`src/rtl/lbist_pkg.sv`:
```
// Shared LBIST definitions: session FSM states and the default MISR/LFSR polynomial constants.
package lbist_pkg;

    typedef enum logic [1:0] {
        IDLE  = 2'd0,
        RUN   = 2'd1,
        CHECK = 2'd2,
        DONE  = 2'd3
    } lbist_state_t;

    // x^16 + x^5 + x^3 + x^2 + 1, shared with the pattern-generator LFSR
    localparam int          LBIST_SIG_W = 16;
    localparam logic [15:0] LBIST_POLY  = 16'h002D;
    localparam logic [15:0] LBIST_SEED  = 16'h0000;

endpackage

```
`src/rtl/lbist_misr.sv`:
```
// Multiple-input signature register: Galois-style shift with polynomial feedback,
// XORing one zero-extended CUT response into the low bits per enabled cycle.
module lbist_misr
    import lbist_pkg::*;
#(
    parameter int               SIG_W = LBIST_SIG_W,
    parameter int               OUT_W = 2,
    parameter logic [SIG_W-1:0] POLY  = SIG_W'(LBIST_POLY),
    parameter logic [SIG_W-1:0] SEED  = SIG_W'(LBIST_SEED)
) (
    input  logic             clk,
    input  logic             rst,
    input  logic             load,
    input  logic             en,
    input  logic [OUT_W-1:0] din,
    output logic [SIG_W-1:0] sig
);

    logic [SIG_W-1:0] feedback;
    logic [SIG_W-1:0] din_ext;
    logic [SIG_W-1:0] sig_next;

    always_comb begin
        feedback = sig[SIG_W-1] ? POLY : '0;
        din_ext  = SIG_W'(din);
        sig_next = {sig[SIG_W-2:0], 1'b0} ^ feedback ^ din_ext;
    end

    // load wins over en so a session restart never mixes in a stray response
    always_ff @(posedge clk or posedge rst) begin
        if (rst) begin
            sig <= SEED;
        end else if (load) begin
            sig <= SEED;
        end else if (en) begin
            sig <= sig_next;
        end
    end

endmodule

```
`src/rtl/lbist_misr_ctrl.sv`:
```
// Response-side LBIST controller: sequences a fixed-length session, paces the pattern
// generator, compacts CUT responses in the MISR and compares against a golden signature.
module lbist_misr_ctrl
    import lbist_pkg::*;
#(
    parameter int               OUT_W   = 2,
    parameter int               SIG_W   = LBIST_SIG_W,
    parameter int               NUM_PAT = 32,
    parameter logic [SIG_W-1:0] POLY    = SIG_W'(LBIST_POLY),
    parameter logic [SIG_W-1:0] SEED    = SIG_W'(LBIST_SEED),
    parameter logic [SIG_W-1:0] GOLDEN  = '0
) (
    input  logic             clk,
    input  logic             rst,
    input  logic             start,
    input  logic             resp_valid,
    input  logic [OUT_W-1:0] resp,
    output logic             pat_en,
    output logic             busy,
    output logic             done,
    output logic             pass,
    output logic [SIG_W-1:0] signature
);

    localparam int               CNT_W    = $clog2(NUM_PAT + 1);
    localparam logic [CNT_W-1:0] LAST_CNT = CNT_W'(NUM_PAT - 1);

    lbist_state_t     state;
    lbist_state_t     state_next;
    logic [CNT_W-1:0] count;
    logic             misr_load;
    logic             misr_en;

    lbist_misr #(
        .SIG_W (SIG_W),
        .OUT_W (OUT_W),
        .POLY  (POLY),
        .SEED  (SEED)
    ) u_misr (
        .clk  (clk),
        .rst  (rst),
        .load (misr_load),
        .en   (misr_en),
        .din  (resp),
        .sig  (signature)
    );

    always_comb begin
        state_next = state;
        misr_load  = 1'b0;
        misr_en    = 1'b0;
        case (state)
            IDLE, DONE: begin
                if (start) begin
                    state_next = RUN;
                    misr_load  = 1'b1;
                end
            end
            RUN: begin
                if (resp_valid) begin
                    misr_en = 1'b1;
                    if (count == LAST_CNT) begin
                        state_next = CHECK;
                    end
                end
            end
            CHECK: begin
                state_next = DONE;
            end
            default: begin
                state_next = IDLE;
            end
        endcase
    end

    always_ff @(posedge clk or posedge rst) begin
        if (rst) begin
            state <= IDLE;
        end else begin
            state <= state_next;
        end
    end

    // The final response is counted on the same edge that leaves RUN, so count never exceeds NUM_PAT
    always_ff @(posedge clk or posedge rst) begin
        if (rst) begin
            count <= '0;
        end else if (misr_load) begin
            count <= '0;
        end else if (misr_en) begin
            count <= count + CNT_W'(1);
        end
    end

    // Status flags are decoded from the next state so every output comes straight off a flop
    always_ff @(posedge clk or posedge rst) begin
        if (rst) begin
            pat_en <= 1'b0;
            busy   <= 1'b0;
            done   <= 1'b0;
            pass   <= 1'b0;
        end else begin
            pat_en <= (state_next == RUN);
            busy   <= (state_next == RUN) || (state_next == CHECK);
            done   <= (state_next == DONE);
            if (misr_load) begin
                pass <= 1'b0;
            end else if (state == CHECK) begin
                pass <= (signature == GOLDEN);
            end
        end
    end

endmodule

```
`config.mk`:
```
export PLATFORM = sky130hd
export DESIGN_NAME = lbist_misr_ctrl
export DESIGN_NICKNAME = d
export VERILOG_FILES = /design/src/rtl/lbist_pkg.sv /design/src/rtl/lbist_misr.sv /design/src/rtl/lbist_misr_ctrl.sv
export SDC_FILE = /design/constraint.sdc
export NUM_CORES = 1
export LEC_CHECK = 0
export CORE_MARGIN = 2
export CORE_UTILIZATION = 40
export CTS_CLUSTER_SIZE = 16
export DETAILED_ROUTE_END_ITERATION = 16
export PLACE_DENSITY_LB_ADDON = 0.25
export SYNTH_ARGS = -nofsm -noshare
export SYNTH_HDL_FRONTEND = slang
export SYNTH_SLANG_ARGS = --single-unit
export TNS_END_PERCENT = 50
```
`constraint.sdc`:
```
create_clock -name clk -period 4 [get_ports clk]
set_input_delay 1 -clock clk [delete_from_list [all_inputs] [get_ports clk]]
set_output_delay 1 -clock clk [all_outputs]
set_load 0.005 [all_outputs]
```
* Word level (Yosys, flattened, before mapping)
Cells that the tools add are included.
Word-level totals: bits in registers 28, bits in latches 0, memory bits (writable) 0, ROM bits 0, input port bits 6, output and inout port bits 20, word-level logic and storage cells 38, memories kept 0
Cells by class: add/sub/neg operators 1, multiply operators 0, div/mod/pow operators 0, magnitude comparators 0, eq/ne operators 7, shift operators 0, multiplexer cells 15, bitwise logic cells 2, reduce and logical (&&, ||, !) cells 6
Operators by type and width (count):
- $mux W16 | 2
- $mux W6 | 3
- $logic_not A16 Y1 | 1
- $xor A16 B16 Y16 | 1
- $xor A16 B2 Y16 | 1
- $eq A2 B2 Y1 const B | 4
- $add A6 B1 Y6 const B | 1
- $eq A6 B5 Y1 const B | 1
- $mux W1 | 6
- $mux W2 | 3
- $pmux W2 S3 | 1
- $eq A2 B1 Y1 const B | 2
- $reduce_bool A2 Y1 | 2
- $logic_not A2 Y1 | 1
- $reduce_or A2 Y1 | 1
- $logic_or A1 B1 Y1 | 1

* Longest topological paths before layout
depth in word-level cells 6, mapped depth 8, gate-level depth less buffers 7

* By module
Synthesis repeated with hierarchy kept, for this count alone.
Second synthesis, totals: cells, all modules 125, area, all modules 1342.5 um^2
Modules (own cells, without submodules):
- lbist_misr | instances 1, cells an instance 59, area an instance 695.7 um^2
- lbist_misr_ctrl | instances 1, cells an instance 66, area an instance 646.9 um^2

* Worst setup path before layout
Ideal clock, no wire load.
path type input to register, from input port resp_valid, to register busy, library setup time 0.113 ns, arrival time 1.932 ns, slack 1.955 ns, stages 5, cells stage by stage nand4b_1 o21a_1 or3_1 ha_1 inv_1
On the way: cells in the longest elaborated chain, start to end 4, elaborated cells on any way between the ends 5, classes of those cells eq/ne: 2; mux: 2; reduce/logical: 1
Ends and longest elaborated chain:
- start, declared | RTL line lbist_misr_ctrl.sv:16 | input logic resp_valid,
- $mux W2 * | RTL line lbist_misr_ctrl.sv:60 | if (resp_valid) begin
- $pmux W2 S3 * | RTL line lbist_misr_ctrl.sv:52 | case (state)
- $eq A2 B1 Y1 / $eq A2 B2 Y1 (equally long branches) | RTL line lbist_misr_ctrl.sv:104 | busy <= (state_next == RUN) || (state_next == CHECK);
- $logic_or A1 B1 Y1 * | RTL line lbist_misr_ctrl.sv:104
- end signal, assigned | RTL line lbist_misr_ctrl.sv:104
- end, declared | RTL line lbist_misr_ctrl.sv:19 | output logic busy,
Mark *: on every way between the ends. The rest lies on a longest branch, timed or not. A chain may end at the register's enable or synchronous reset.

* Worst setup path in the final report
from register u_misr.sig[15], to output port signature[15]
RTL lines:
- start, declared | RTL line lbist_misr.sv:16 | output logic [SIG_W-1:0] sig
- start signal, assigned | RTL line lbist_misr.sv:36 | sig <= sig_next;
- end, declared | RTL line lbist_misr_ctrl.sv:22 | output logic [SIG_W-1:0] signature
No word-level cell between the ends.

==> results.yml <==
route:
  initialDrtViolationCount: 34
  post_detailed_route_count_of_antenna_violating_nets: 0
  remaining_drc_errors: 0
  detail_route.wirelength_um: 2743
  drt_pre_antenna_iters: 4
  via_count: 1052
  vias_per_cell: 5.182
  drt-wirelength-per-cell_um: 13.51
global_routing:
  grt_overflow: 0
  antenna_violations_before_repair: 0
  all_layer_global_routing_usage: 0.1658
  first_global_vias: 989
  grt_start_max_net_pins: 29
  grt_pass1_wl_um: 4616
floorplanning:
  overall_die_width_um: 61.42
  chipHeight_um: 61.42
  floorplan.initialDensity: 0.4250
  boundaryPins: 26
  rows: 20
  fp.dieArea_um2: 3772
  core_um2: 3103
status:
  run_status: "complete, no violations"
power_and_ir_drop:
  power_frac_seq: 0.429
  p_comb_frac: 0.386
  power.clock.fraction: 0.185
  switch_share: 0.3457
  switchingPower_uw: 353.2
  power_report.internal_total_uw: 668.5
  power_per_cell_area_nw_per_um2: 620.5
  power.leakage_nw: 0.6810
  worst_ir_drop_vdd_mv: 0.2345
sta:
  clock-skew-final_ps: 8.427
  post-route-period-util: 0.6124
  grt_setup_unrepaired: "no"
  maxSlewHeadroom: 0.2795
  setup-tns-final_ps: 0
  worst-slew-pin-transition_ps: 1080
  timing_hold_violations_final: 0
  max_freq_ghz: 0.4082
  final-max-slew-violation-count: 0
  finalSetupViolations: 0
  final.hold.worst_slack_ps: 565.5
  layout_min_cycle_time_ps: 2450
final_layout:
  multi_input_area_um2: 561.8
  finalInstanceArea_um2: 1647
  synthToLayoutAreaGrowth_pct: 24.86
  fillerInstances: 293
  total_number_of_nets_in_the_final_design: 170
  post-route-util: 0.5306
  most-common-layout-cells: "sky130_fd_sc_hd__nand2_1 (28), sky130_fd_sc_hd__dfrtp_1 (28), sky130_fd_sc_hd__clkdlybuf4s50_1 (25)"
  drive_gt1_frac: 0.05660
  area_of_all_sequential_standard_cells_um2: 700.7
  antenna-diode-count: 0
worst_setup_path:
  top_cell_family_by_delay_on_the_critical_path: "buffers and inverters"
  timing.critical_path.slowest_cell_delay_ps: 570
  worst-setup-path-type: "register to output pin"
  critical_path_required_ps: 3000
  timing.critical_path.to_type: "output pin"
  setup.worst_path.start_class: "register"
  path_max_fanout: 7
  crit_chain: "clkdlybuf4s50_1"
  critical-path-slowest-cell: "sky130_fd_sc_hd__clkdlybuf4s50_1"
  path_buf_inv: 1
  arrival_ps: 1450
logic_synthesis:
  post_synth_inst_count: 137
  synth_area_leaders: "sky130_fd_sc_hd__dfrtp_1 (53%), sky130_fd_sc_hd__nand2_1 (8.0%), sky130_fd_sc_hd__a21oi_1 (5.7%)"
  count_of_flip_flops_with_a_built_in_enable_after_synthesis: 0
  syn_area_per_cell_um2: 9.626
  syn-num-nets: 147
  ys_types: 30
  yosys_warnings: 0
  post-synth-top-area-fraction: 0.5313
  mappedNetlistArea_um2: 1319
  synth_flop_cell: "sky130_fd_sc_hd__dfrtp_1"
  synthArstFlopShare: 1.000
  synth_seq_cells: 28
  synth_seq_area_share: 0.5313
  synth_largest_area_cell: "sky130_fd_sc_hd__dfrtp_1"
placed_design:
  port_buffers: 25
  hpwl_um: 1908
  dpl-instance-area_um2: 1594
  finalWeightedCongestion: 0.8146
clocking:
  max-clock-path-buffers: 2
  postCtsSetupRepairBufs: 0
  clock-sinks: 28
  worstSkewPairLatency_ps: 330
  clock-root-buffer: "sky130_fd_sc_hd__clkbuf_4"
  cts_made_buffers: 3
  path_clk_slew_ps: 150
  post_cts_sizing: 0
  cts-htree-levels: 1
  hold_fix_buffer_count_after_cts: 0
  tritoncts: "yes"
run:
  cap_violations: 0
worst_hold_path:
  hold_class: "register to register"
worst register-to-register path: cells and delay by family (launching register included):
family / cells / cell delay, ps
fa+ha+maj: 1 / 250
simple gates: 2 / 800
buf+inv: 1 / 70
compound gates: 1 / 250
flops: 1 / 450
cells in the mapped netlist (all sizes together), types with 2 or more instances:
| master | count |
|---|---|
| nand3 | 2 |
| clkbuf | 4 |
| nor2 | 10 |
| xnor2 | 6 |
| and2 | 2 |
| a21oi | 15 |
| inv | 5 |
| buf | 4 |
| nand2 | 29 |
| ha | 4 |
| nor3 | 4 |
| or3 | 3 |
| a211oi | 5 |
| dfrtp | 28 |
| nor4 | 2 |
| o21ai | 2 |
power by group through the flow:
stage / sequential, mW / combinational, mW / clock [mW]
after floorplan: 0.434 / 0.232 / 0
after global placement: 0.442 / 0.389 / 0
after detailed placement: 0.445 / 0.400 / 0
after CTS: 0.439 / 0.400 / 0.191
after global routing: 0.452 / 0.444 / 0.202
final: 0.438 / 0.394 / 0.189
sequential cells by signal, indices dropped and copies added (netlist names):
name,flops
pat_en,1
state,2
done,1
pass,1
count,6
busy,1
u_misr.sig,16
logic make-up (layout without fill, tap and decap cells):
kind of cell / count (synthesis) / in the layout / share of synthesized area
buf+inv: 13 / 35 / 0.04269
xor+xnor: 7 / 7 / 0.04649
fa+ha+maj: 4 / 4 / 0.03795
flops: 28 / 28 / 0.5313
simple gates: 56 / 56 / 0.1945
compound gates: 29 / 29 / 0.1471
worst paths after layout:
| check | startpoint | to | slack (ps) | cells past startpoint |
|---|---|---|---|---|
| min reg2reg | count[5] | count[5] | 570 | 2 |
| min in group asynchronous | rst | busy | 1210 | 2 |
| min | count[5] | count[5] | 570 | 2 |
| max | u_misr.sig[15] | signature[15] | 1550 | 1 |
| max reg2reg | state[1] | u_misr.sig[0] | 2110 | 5 |
| max in group asynchronous | rst | count[0] | 2140 | 2 |
per-stage QoR:
step | power, mW | setup WS [ps] | instances
after floorplan | 0.6666 | 1955 | 137
after global placement | 0.8306 | 1354 | 199
after detailed placement | 0.8451 | 1330 | 199
after CTS | 1.030 | 1542 | 203
after global routing | 1.098 | 1502 | 203
final | 1.022 | 1550 | 203
layer usage:
metal	routed length, um	GRT usage	up-vias
met2	1268	0.2614	29
met5	0	0	-
met1	1337	0.2356	504
met3	121	0.03151	2
met4	15	0.04559	0
li1	-	-	517
layout make-up:
class	instances	area share
repair buffers	26	0.1565
clock buffers	3	0.01368
inverters	5	0.01140
well taps	44	0.03343
flip-flops and latches	28	0.4255
clock inverters	1	0.01824
multi-input cells	96	0.3412
(Power assumes the default switching activity.)
